==> config.mk <==
export PLATFORM = sky130hd
export DESIGN_NAME = sys_array_argmax
export DESIGN_NICKNAME = d
export VERILOG_FILES = /design/src/rtl/sys_array_argmax.sv
export SDC_FILE = /design/constraint.sdc
export NUM_CORES = 1
export LEC_CHECK = 0
export CAP_MARGIN = 25
export CORE_MARGIN = 8
export CORE_UTILIZATION = 43
export CTS_BUF_LIST = sky130_fd_sc_hd__clkbuf_4
export DETAILED_ROUTE_END_ITERATION = 10
export PLACE_DENSITY_LB_ADDON = 0.3
export SYNTH_ARGS = -nofsm -noshare
export SYNTH_HDL_FRONTEND = slang
export SYNTH_SLANG_ARGS = --single-unit
==> constraint.sdc <==
create_clock -name clk -period 10.51 [get_ports clk]
set_input_delay 1.5765 -clock clk [delete_from_list [all_inputs] [get_ports clk]]
set_output_delay 1.5765 -clock clk [all_outputs]
set_load 0.02 [all_outputs]
==> src/rtl/sys_array_argmax.sv <==
// sys_array_argmax: captures ARRAY_W signed class scores from the systolic
// array, optionally adds a per-class bias, then scans one class per clock to
// find the maximum score and its index. The result is offered on a
// valid/ready handshake; ties resolve to the lowest index.
// Optional feature macro: ARGMAX_BIAS_EN (adds bias[i] to scores[i] on capture).
module sys_array_argmax #(
    parameter int DATA_WIDTH = 8,
    parameter int ARRAY_W    = 10,
    parameter int IDX_WIDTH  = 4
) (
    input  logic                                        clk,
    input  logic                                        reset,
    input  logic                                        start,
    input  logic signed [0:ARRAY_W-1][2*DATA_WIDTH-1:0] scores,
    input  logic signed [0:ARRAY_W-1][2*DATA_WIDTH-1:0] bias,
    output logic                                        busy,
    output logic                                        result_valid,
    input  logic                                        result_ready,
    output logic        [IDX_WIDTH-1:0]                 class_idx,
    output logic signed [2*DATA_WIDTH:0]                class_score
);

    localparam int SW = 2 * DATA_WIDTH;
    localparam int BW = SW + 1;
    localparam logic [IDX_WIDTH-1:0] LAST_IDX = IDX_WIDTH'(ARRAY_W - 1);

    typedef enum logic [1:0] {
        IDLE,
        SCAN,
        DONE
    } state_t;

    state_t                 state;
    logic [IDX_WIDTH-1:0]   idx;
    logic [IDX_WIDTH-1:0]   best_idx;
    logic signed [BW-1:0]   best_score;
    logic signed [BW-1:0]   bank        [0:ARRAY_W-1];
    logic signed [BW-1:0]   capture_val [0:ARRAY_W-1];
    logic                   capture;

`ifdef ARGMAX_BIAS_EN
    // Widen each score and bias by one guard bit so the sum can never wrap.
    always_comb begin
        for (int i = 0; i < ARRAY_W; i++) begin
            capture_val[i] = {scores[i][SW-1], scores[i]} + {bias[i][SW-1], bias[i]};
        end
    end
`else
    // Widen each score by one guard bit; bias is not part of this build.
    always_comb begin
        for (int i = 0; i < ARRAY_W; i++) begin
            capture_val[i] = {scores[i][SW-1], scores[i]};
        end
    end

    logic unused_bias;
    assign unused_bias = ^bias;
`endif

    // A new frame is taken from IDLE, or from DONE on the handshake edge.
    assign capture = start && ((state == IDLE) || ((state == DONE) && result_ready));

    // Score bank: loaded only on an accepting edge, no reset needed.
    always_ff @(posedge clk) begin
        if (capture && !reset) begin
            for (int i = 0; i < ARRAY_W; i++) begin
                bank[i] <= capture_val[i];
            end
        end
    end

    // Control FSM with registered busy/valid and running best score/index.
    always_ff @(posedge clk) begin
        if (reset) begin
            state        <= IDLE;
            busy         <= 1'b0;
            result_valid <= 1'b0;
            idx          <= '0;
            best_idx     <= '0;
            best_score   <= '0;
        end else if (capture) begin
            best_score <= capture_val[0];
            best_idx   <= '0;
            idx        <= IDX_WIDTH'(1);
            busy       <= 1'b1;
            if (ARRAY_W == 1) begin
                state        <= DONE;
                result_valid <= 1'b1;
            end else begin
                state        <= SCAN;
                result_valid <= 1'b0;
            end
        end else begin
            case (state)
                IDLE: begin
                end
                SCAN: begin
                    if (bank[idx] > best_score) begin
                        best_score <= bank[idx];
                        best_idx   <= idx;
                    end
                    if (idx == LAST_IDX) begin
                        state        <= DONE;
                        result_valid <= 1'b1;
                    end else begin
                        idx <= idx + IDX_WIDTH'(1);
                    end
                end
                DONE: begin
                    if (result_ready) begin
                        state        <= IDLE;
                        busy         <= 1'b0;
                        result_valid <= 1'b0;
                    end
                end
                default: begin
                    state <= IDLE;
                end
            endcase
        end
    end

    assign class_idx   = best_idx;
    assign class_score = best_score;

endmodule

Word level (Yosys, flattened, before mapping)
Memories as Yosys holds them, arrays and structs flattened.
Index checks and enable logic that the tools add are counted.
- $lt $le $gt $ge: 1
- add/subtract/negate cells: 1
- equality and inequality tests: 9
- bitwise logic cells: 2
- multiply operators: 0
- reductions and logical operators: 20
- mux-type cells: 17
- shift-type cells: 0
- divide/modulo/power cells: 0
- operator list (kind ; number):
    $mux 17 ; 3
    $gt 17x17->1 ; 1
    $mux 1 ; 10
    $reduce_and 2->1 ; 5
    $reduce_bool 2->1 ; 5
    $reduce_and 3->1 ; 3
    $ne 2x2->1 const B ; 4
    $ne 3x3->1 const B ; 2
    $pmux 2 s3 ; 1
    $add 4x1->4 const B ; 1
    $eq 4x4->1 const B ; 1
    $mux 2 ; 2
    $logic_and 1x1->1 ; 3
    $eq 2x1->1 const B ; 1
    $eq 2x2->1 const B ; 1
    $logic_not 2->1 ; 1
    $not 1->1 ; 2
    $pmux 1 s2 ; 1
    $reduce_or 2->1 ; 1
    $logic_not 1->1 ; 1
    $logic_or 1x1->1 ; 1
- memory bits (read-only): 0
- memories kept: 1
- word-level logic and storage cells: 59
- bits in writable memories: 170
- bits in latches: 0
- flip-flop bits (word level): 29
- output and inout bits: 23
- memories (memory ; words ; bits a word ; rd ports ; clocked after Yosys merged registers in ; write ports ; RTL line ; RTL):
    bank ; 10 ; 17 ; 1 ; 0 ; 10 ; 37 ; logic signed [BW-1:0] bank [0:ARRAY_W-1];

Depth between registers and ports, before layout
Gate-level depths: netlist of the first run.
- word-level depth: 7
- depth in mapped cells: 15
- depth with buffers taken out: 12

Worst setup path after synthesis of the first run
No wires, ideal clock.
- kind: input-to-reg
- from: input port start
- to: memory bank[0][0] (netlist name), enable pin
- slack: 1052 ps
- library setup time: 683 ps
- data required time: 9827 ps
- data arrival time: 8776 ps
- stages: 4
- buffers on the path: 1
- path through: nor2b_1 > nand2_1 > clkbuf_1 > nor2_1
- RTL lines (what ; RTL line ; RTL):
    start, declared ; 13 ; input logic start,
    end, declared ; 37 ;

Worst setup path in the final report of the first run
- from: register idx[0]
- to: register best_score[9] (netlist: class_score[9])
- word-level cells in the longest chain between the ends: 4
- elaborated cells between the ends (all ways): 7
- ends and longest elaborated chain (what ; RTL line ; RTL):
    start, declared ; 34 ; logic [IDX_WIDTH-1:0] idx;
    start signal, assigned ; 106 ; idx <= idx + IDX_WIDTH'(1);
    $mem_v2 10x17 (*) ; n/a ;
    $gt 17x17->1 / $mux 17 (equally long branches) ; 98 ; if (bank[idx] > best_score) begin
    $reduce_bool 2->1 (no line) / $mux 17 (equally long branches) ; n/a ;
    $reduce_and 2->1 (no line) / $mux 17 (equally long branches) ; n/a ;
    end signal, assigned ; 82 ; best_score <= capture_val[0];
    end signal, assigned ; 99 ; best_score <= bank[idx];
    end, declared ; 36 ; logic signed [BW-1:0] best_score;
Every way passes the cells marked *; elsewhere a longest branch is shown, timed or not. The select of a mux whose other input is x is not followed.
A chain may end at the register's enable or synchronous reset.

==> qor.txt, run 1 <==
H-tree levels -> 4
largest net degree at the start of global routing -> 69
vias -> 4645
reg-to-reg endpoint -> class_score[9]
Core Footprint -> 17800 um2
Critical Path Fanout Max -> 31
CP peak stage delay -> 760 ps
Via density -> 5.18
Port Buf Inserts -> 186
leading cell types in the layout, fill and taps excluded -> clkdlybuf4s50_1 (186), edfxtp_1 (160), mux2i_1 (35)
CTS tree -> done
CP top delay family -> compound AO/OA/AOI/OAI gates
Max-Cap Viols -> 0
total power -> 1.52 mW
final period utilization -> 0.460
final core occ -> 0.567
RSZ-0062 raised after global routing -> no
R2R Setup Slk -> 5680 ps
Data required, critical path -> 10980 ps
first-pass GRT wire length -> 28.0 mm
Ys Warns -> 0
Max-slew headroom -> 0.434
sequential fraction of the synthesis area -> 0.691
crit end category -> flip-flop
fin. max-slew vios -> 0
Syn Area/Cell -> 16.7 um2
syn nets -> 808
Final WS setup -> 5680 ps
DR pass1 iterations -> 4
worst slack, placed -> 5620 ps
crit path launch -> idx[0]
Slew @ Worst Pin -> 849 ps
crit path capture -> class_score[9]
Die H -> 150 um
# hold bufs at CTS -> 0
reg2reg start -> idx[0]
Clock Pin Slew Worst Setup and Hold Paths -> 150 ps
Routed WL -> 18.2 mm
Min-Delay Path Class -> reg2reg
Mapped Area -> 7760 um2
layout cells sized above 1 -> 0.122
highest clock rate -> 207 MHz
postcts setup bufs -> 0
total CTS buffers -> 17
total die area -> 22600 um2
initial antenna violation count -> 2
critical path class -> reg2reg
clock skew -> 21.5 ps
worst vdd ir -> 0.0794 mV
Worst-Skew Late Latency -> 560 ps
GRT Util Overall -> 0.165
CTS root buffer -> clkbuf_4
commonest non-fill, non-tap cell in the layout -> clkdlybuf4s50_1
min cycle time layout -> 4830 ps
Reg2Reg Depth -> 12
crit-path cells -> buf_4, mux4_2, nor2b_1, a211oi_1, a21oi_1, ha_1, nand3_2, o221ai_1, a211oi_1, a31o_2, mux2i_1, a211oi_1
final hold viol count -> 0
count of cell types in the netlist -> 35
wire per inst -> 20.3 um
Critical Path Source Type -> flip-flop
Initial Utilization -> 0.435
Pleak -> 3.48 nW
grt total ovfl -> 0
CP Depth -> 12
Finish-stage setup viols -> 0
CP arrival -> 5300 ps
Die Span X -> 150 um
global placement routability congestion -> 0.760
result of the run -> complete, no violations
pwr/cell area -> 150 nW/um2
CTS Buffer Depth -> 2
flops & latches, synth -> 188
initial drt markers -> 291
Post-CTS Resized -> 0
nets -> 994
CTS Sinks -> 188
WP buf/inv -> 1
cell row count -> 49
Cells after Synth -> 466
Critical Path Most Common Cell -> a211oi_1
P&R area growth vs syn -> 30.4%
post-route ant nets -> 0
CP max stage cell -> a31o_2
HPWL after detailed placement -> 13.0 mm
number of global-route vias before repair -> 5114
setup tns final -> 0 ps
DRC viols -> 0
# IOs -> 347
==> metal layers <==
layer  routed length, um  GRT usage
met1                8200      0.220
met2                8180      0.247
met3                1590     0.0601
met4                 201     0.0535
met5                  13          0
==> power by group <==
| part | switching, mW | leakage, nW | internal (mW) | total, mW |
|---|---|---|---|---|
| clock | 0.258 | 0.155 | 0.150 | 0.407 |
| sequential | 0.0207 | 1.72 | 0.849 | 0.870 |
| combinational | 0.107 | 1.61 | 0.136 | 0.243 |
| total | 0.386 | 3.48 | 1.14 | 1.52 |
==> worst reg2reg max path, cell delays in order, from the launching register on <==
cell	delay (ps)
dfxtp_4	750
buf_4	540
mux4_2	570
nor2b_1	140
a211oi_1	230
a21oi_1	100
ha_1	400
nand3_2	170
o221ai_1	200
a211oi_1	450
a31o_2	760
mux2i_1	180
a211oi_1	270
==> stage by stage <==
stage          hold WS (ps)  instance area (um2)  cells
3_3_place_gp            464                 9800    861
5_1_grt                 545                10100    896
2_1_floorplan           483                 7760    466
3_5_place_dp            468                 9800    861
6_report                491                10100    896
4_1_cts                 490                10100    893
==> area by class of cell <==
type,count,area [um2]
antenna,2,5.00
clock inverter,14,158
multi-input combinational,232,2150
inverter,19,71.3
clock buffer,18,135
tap,229,287
timing repair buffer,194,1940
fill,1363,7720
sequential,188,5370
==> sequential cells by signal, summed over array words and instances, names as in the netlist <==
| name | flops |
|---|---|
| bank | 160 |
| class_score | 16 |
| class_idx | 4 |
| idx | 4 |
| state | 2 |
| busy | 1 |
| result_valid | 1 |
==> worst min path at each step <==
stage | from | end | slack, ps | depth (start not counted)
after floorplan | state[1] | busy | 480 | 1
final | result_valid | result_valid | 490 | 2
after CTS | result_valid | result_valid | 490 | 2
after global routing | result_valid | result_valid | 540 | 2
after detailed placement | result_valid | result_valid | 470 | 2
after global placement | result_valid | result_valid | 460 | 2
==> cell usage after synthesis, drive strengths merged <==
library cell / count / area [um2]
nor2b: 18 / 113
nor4: 1 / 12.5
ha: 18 / 225
mux4: 32 / 724
nand2b: 2 / 12.5
o21a: 1 / 7.51
inv: 19 / 71.3
nand3b: 1 / 7.51
dfxtp: 28 / 561
buf: 20 / 159
a21oi: 27 / 135
nor3: 2 / 10.0
nor2: 31 / 116
edfxtp: 160 / 4800
a21o: 1 / 7.51
mux2i: 35 / 350
mux2: 1 / 11.3
o221ai: 1 / 8.76
nand3: 1 / 10.0
a31o: 1 / 8.76
o21ai: 6 / 30.0
nand4: 3 / 18.8
nor3b: 1 / 7.51
o211ai: 1 / 7.51
nand2: 13 / 48.8
xor2: 2 / 17.5
clkbuf: 7 / 26.3
a211oi: 33 / 253
==> logic make-up after synthesis <==
group                      Yosys count  share of synthesized area
DFF                                188                      0.691
and+or+nand+nor                     73                     0.0459
AOI/OAI and AO/OA                   71                     0.0590
muxes                               68                      0.140
buffers and inverters               46                     0.0330
adders and majority gates           18                     0.0290
xor gates and xnor gates             2                    0.00226
Power figures use the tool's default switching activity.
==> inputs of run 2 (changes only) <==
- clock period: 10.51 -> 5 ns (I/O delays scaled with it)
==> run 2 against run 1 <==
Register-to-register slack lost 5000 ps. Hold slack gained 11 ps. Cell count grew 0.45%. Maximum frequency grew 13%. Combinational power grew 120%. Sequential power grew 110%. Largest cell class unchanged.
==> qor.txt, run 2 (synthesis gave the netlist of run 1 again) <==
min cycle time layout -> 4280 ps (was 4830 ps)
worst hold stages -> 2 (unchanged)
DRC viols -> 0 (unchanged)
CP top delay family -> compound AO/OA/AOI/OAI gates (unchanged)
Pleak -> 3.51 nW (was 3.48 nW)
initial antenna violation count -> 3 (was 2)
total CTS buffers -> 17 (unchanged)
worst hold endpoint -> class_score[0] (was result_valid)
Initial Utilization -> 0.435 (unchanged)
largest net degree at the start of global routing -> 79 (was 69)
Critical Path Fanout Max -> 38 (was 31)
Critical Path Most Common Cell -> a211oi_1 (unchanged)
HPWL after detailed placement -> 13.3 mm (was 13.0 mm)
total die area -> 22600 um2 (unchanged)
# IOs -> 347 (unchanged)
number of global-route vias before repair -> 5074 (was 5114)
setup tns final -> 0 ps (unchanged)
grt total ovfl -> 0 (unchanged)
crit-path cells -> buf_12, mux4_2, nor2b_1, a211oi_1, a21oi_1, ha_1, nand3_2, o221ai_1, a211oi_1, a31o_2, mux2i_1, a211oi_1 (was buf_4, mux4_2, nor2b_1, a211oi_1, a21oi_1, ha_1, nand3_2, o221ai_1, a211oi_1, a31o_2, mux2i_1, a211oi_1)
result of the run -> complete, no violations (unchanged)
Critical Path Source Type -> flip-flop (unchanged)
first-pass GRT wire length -> 28.1 mm (was 28.0 mm)
GRT Util Overall -> 0.166 (was 0.165)
crit end category -> flip-flop (unchanged)
Worst-Skew Late Latency -> 580 ps (was 560 ps)
# hold bufs at CTS -> 0 (unchanged)
wire per inst -> 20.3 um (about the same)
Fillers -> 1367 (was 1363)
DR pass1 iterations -> 5 (was 4)
Reg2Reg Depth -> 12 (unchanged)
Core Footprint -> 17800 um2 (unchanged)
total power -> 3.21 mW (was 1.52 mW)
Die H -> 150 um (unchanged)
CP max stage cell -> a31o_2 (unchanged)
WP buf/inv -> 1 (unchanged)
final period utilization -> 0.856 (was 0.460)
crit path launch -> idx[0] (unchanged)
postcts setup bufs -> 0 (unchanged)
Data required, critical path -> 5490 ps (was 10980 ps)
CP arrival -> 4770 ps (was 5300 ps)
max FFs per register -> 160 (unchanged)
critical path class -> reg2reg (unchanged)
CTS Sinks -> 188 (unchanged)
cell row count -> 49 (unchanged)
Post-CTS Resized -> 0 (unchanged)
Clock Pin Slew Worst Setup and Hold Paths -> 170 ps (was 150 ps)
worst vdd ir -> 0.141 mV (was 0.0794 mV)
Die Span X -> 150 um (unchanged)
Finish-stage setup viols -> 0 (unchanged)
CTS Buffer Depth -> 2 (unchanged)
Port Buf Inserts -> 186 (unchanged)
Max-Cap Viols -> 0 (unchanged)
leading cell types in the layout, fill and taps excluded -> clkdlybuf4s50_1 (186), edfxtp_1 (160), mux2i_1 (35) (unchanged)
layout cells sized above 1 -> 0.126 (was 0.122)
fin. max-slew vios -> 0 (unchanged)
Slew @ Worst Pin -> 885 ps (was 849 ps)
highest clock rate -> 234 MHz (was 207 MHz)
nets -> 997 (was 994)
commonest non-fill, non-tap cell in the layout -> clkdlybuf4s50_1 (unchanged)
CTS root buffer -> clkbuf_4 (unchanged)
pwr/cell area -> 314 nW/um2 (was 150 nW/um2)
largest register by flop count -> bank (unchanged)
Max-slew headroom -> 0.409 (was 0.434)
vias -> 4624 (was 4645)
P&R area growth vs syn -> 31.3% (was 30.4%)
CTS tree -> done (unchanged)
Min-Delay Path Class -> reg2reg (unchanged)
CP peak stage delay -> 730 ps (was 760 ps)
reg-to-reg endpoint -> class_score[6] (was class_score[9])
final hold viol count -> 0 (unchanged)
Via density -> 5.14 (was 5.18)
Routed WL -> 18.3 mm (was 18.2 mm)
R2R Setup Slk -> 720 ps (was 5680 ps)
H-tree levels -> 4 (unchanged)
RSZ-0062 raised after global routing -> no (unchanged)
reg2reg start -> idx[0] (unchanged)
initial drt markers -> 251 (was 291)
Register Area -> 5370 um2 (unchanged)
multi-input logic area -> 2150 um2 (unchanged)
min-delay src -> class_score[0] (was result_valid)
global placement routability congestion -> 0.794 (was 0.760)
clock skew -> 25.4 ps (was 21.5 ps)
post-route ant nets -> 0 (unchanged)
run 2: how the worst max path moves through the flow:
| stage | end | slack (ps) | depth (start not counted) |
|---|---|---|---|
| 2_1_floorplan | bank[0][0] | 880 | 4 |
| 3_3_place_gp | class_score[2] | 920 | 12 |
| 3_5_place_dp | class_score[6] | 760 | 12 |
| 4_1_cts | class_score[6] | 720 | 12 |
| 5_1_grt | class_score[6] | 380 | 12 |
| 6_report | class_score[6] | 720 | 12 |
run 2: worst min-delay path, stage by stage (launching register included):
cell      delay, ps
dfxtp_1         350
nand2_1          70
a211oi_2         50
run 2: area by class of cell:
type / instances / share of cell area
Clock inverter: 15 / 0.0177
Antenna cell: 3 / 0.000737
Tap cell: 229 / 0.0281
Timing Repair Buffer: 197 / 0.196
Inverter: 19 / 0.00700
Sequential cell: 188 / 0.527
Multi-Input combinational cell: 232 / 0.211
Clock buffer: 17 / 0.0125
run 2: through the flow:
stage	instances	setup slack (ps)	util	area, um2	hold slack, ps
after floorplan	466	875	-	7770	483
after global placement	865	920	0.554	9880	461
after detailed placement	865	761	0.554	9880	489
after CTS	897	717	0.571	10200	508
after global routing	899	382	0.571	10200	531
final	900	720	0.571	10200	502
run 2: routing by layer:
layer	GRT usage	vias up	routed length [um]
li1	-	2190	-
met1	0.214	2223	7870
met2	0.251	192	8340
met3	0.0682	15	1900
met4	0.0535	4	173
met5	0	-	27
run 2: power by group:
group	total [mW]	switching [mW]	internal [mW]
logic	0.531	0.240	0.291
registers	1.82	0.0304	1.78
clock network	0.859	0.582	0.277
total	3.21	0.852	2.35
==> inputs of run 3 (changes only) <==
- PLACE_DENSITY_LB_ADDON: 0.3 -> 0.15
==> run 3 against run 2 <==
Non-clock buffer count fell by 3. Via count decreased by 0.63%. Setup slack gained 170 ps. Cell count decreased by 0.56%. Global-route usage shrank 0.48 points. Critical path depth stayed put. Critical endpoint is now class_score[3]. Largest cell class unchanged.
==> qor.txt, run 3 (synthesis gave the netlist of run 1 again) <==
initial antenna violation count -> 1 (was 3)
CP top delay family -> compound AO/OA/AOI/OAI gates (unchanged)
Placed Cells -> 862 (was 865)
post-route ant nets -> 0 (unchanged)
number of global-route vias before repair -> 4899 (was 5074)
Critical Path Source Type -> flip-flop (unchanged)
commonest non-fill, non-tap cell in the layout -> clkdlybuf4s50_1 (unchanged)
Routed WL -> 18.0 mm (was 18.3 mm)
postcts setup bufs -> 0 (unchanged)
DR pass1 iterations -> 4 (was 5)
Core Footprint -> 17800 um2 (unchanged)
GRT Util Overall -> 0.162 (was 0.166)
Die Span X -> 150 um (unchanged)
leading cell types in the layout, fill and taps excluded -> clkdlybuf4s50_1 (186), edfxtp_1 (160), mux2i_1 (35) (unchanged)
Final Cell Area -> 10200 um2 (about the same)
clock skew -> 26.0 ps (was 25.4 ps)
Initial Utilization -> 0.435 (unchanged)
dpl cell area -> 9830 um2 (was 9880 um2)
P&R area growth vs syn -> 30.9% (was 31.3%)
min cycle time layout -> 4110 ps (was 4280 ps)
first-pass GRT wire length -> 27.4 mm (was 28.1 mm)
# hold bufs at CTS -> 0 (unchanged)
H-tree levels -> 4 (unchanged)
HPWL after detailed placement -> 12.8 mm (was 13.3 mm)
cell row count -> 49 (unchanged)
global placement routability congestion -> 0.785 (was 0.794)
Max-Cap Viols -> 0 (unchanged)
CTS root buffer -> clkbuf_4 (unchanged)
Finish-stage setup viols -> 0 (unchanged)
largest register by flop count -> bank (unchanged)
# IOs -> 347 (unchanged)
final period utilization -> 0.822 (was 0.856)
RSZ-0062 raised after global routing -> no (unchanged)
Post-CTS Resized -> 0 (unchanged)
Min-Delay Path Class -> reg2reg (unchanged)
highest clock rate -> 243 MHz (was 234 MHz)
Via density -> 5.13 (was 5.14)
layout cells sized above 1 -> 0.120 (was 0.126)
total die area -> 22600 um2 (unchanged)
CP peak stage delay -> 720 ps (was 730 ps)
initial drt markers -> 219 (was 251)
vias -> 4595 (was 4624)
DRC viols -> 0 (unchanged)
CTS tree -> done (unchanged)
wire per inst -> 20.1 um (was 20.3 um)
nets -> 994 (was 997)
Critical Path Fanout Max -> 34 (was 38)
minimum hold slack -> 499 ps (was 502 ps)
CP arrival -> 4590 ps (was 4770 ps)
Critical Path Most Common Cell -> a211oi_1 (unchanged)
crit-path cells -> buf_12, mux4_2, nor2b_1, a211oi_1, a21oi_1, ha_1, a21oi_1, o21ai_0, a211oi_1, a31o_2, mux2i_1, a211oi_1 (was buf_12, mux4_2, nor2b_1, a211oi_1, a21oi_1, ha_1, nand3_2, o221ai_1, a211oi_1, a31o_2, mux2i_1, a211oi_1)
grt total ovfl -> 0 (unchanged)
Clock Pin Slew Worst Setup and Hold Paths -> 160 ps (was 170 ps)
CP max stage cell -> a31o_2 (unchanged)
total CTS buffers -> 17 (unchanged)
Fillers -> 1406 (was 1367)
Slew @ Worst Pin -> 814 ps (was 885 ps)
crit end category -> flip-flop (unchanged)
largest net degree at the start of global routing -> 113 (was 79)
final core occ -> 0.570 (was 0.571)
CTS Sinks -> 188 (unchanged)
Worst-Skew Late Latency -> 570 ps (was 580 ps)
setup tns final -> 0 ps (unchanged)
result of the run -> complete, no violations (unchanged)
critical path class -> reg2reg (unchanged)
pwr/cell area -> 322 nW/um2 (was 314 nW/um2)
fin cells -> 895 (was 900)
final hold viol count -> 0 (unchanged)
Pleak -> 3.51 nW (about the same)
Data required, critical path -> 5480 ps (was 5490 ps)
WP buf/inv -> 1 (unchanged)
Max-slew headroom -> 0.457 (was 0.409)
max FFs per register -> 160 (unchanged)
Die H -> 150 um (unchanged)
CTS Buffer Depth -> 2 (unchanged)
worst vdd ir -> 0.177 mV (was 0.141 mV)
fin. max-slew vios -> 0 (unchanged)
Port Buf Inserts -> 186 (unchanged)
-- run 3: changes by cell type in the layout (fill, tap and decap cells not counted), sizes merged --
cell / before / now
buf: 11 / 8
bufinv: 1 / 3
diode: 3 / 1
clkinv: 7 / 5
-- run 3: metrics by stage --
stage                     power (mW)  worst slack, ps
after global placement          2.37              865
final                           3.27              892
after CTS                       3.31              789
after detailed placement        2.38              836
after global routing            3.42              495
after floorplan                 2.15              875
-- run 3: tightest hold or removal path, cell delays in order (launching register included) --
cell and delay (ps):
dfxtp_1 360, nand2_1 60, a21oi_1 50
-- run 3: cell type report --
| class | instances | area [um2] | area share |
|---|---|---|---|
| antenna | 1 | 2.50 | 0.000246 |
| clock buffer | 17 | 128 | 0.0126 |
| clock inverter | 15 | 201 | 0.0198 |
| inverter | 19 | 71.3 | 0.00702 |
| multi-input combinational | 232 | 2150 | 0.212 |
| sequential | 188 | 5370 | 0.529 |
| tap | 229 | 287 | 0.0282 |
| timing repair buffer | 194 | 1950 | 0.192 |
-- run 3: final timing paths --
kind              depth (start not counted)  slack, ps        endpoint    startpoint
hold / removal                            2        500    result_valid  result_valid
hold reg to reg                           2        500    result_valid  result_valid
setup reg to reg                         12        890  class_score[3]        idx[0]
setup / recovery                         12        890  class_score[3]        idx[0]
-- run 3: power breakdown --
group | switching [mW] | internal, mW
sequential | 0.0358 | 1.79
clock | 0.558 | 0.369
combinational | 0.231 | 0.288
total | 0.825 | 2.44
-- run 3: metal layers --
layer | share of wire | GRT usage
met1 | 0.46 | 0.222
met2 | 0.42 | 0.229
met3 | 0.097 | 0.0640
met4 | 0.014 | 0.0530
met5 | 0 | 0
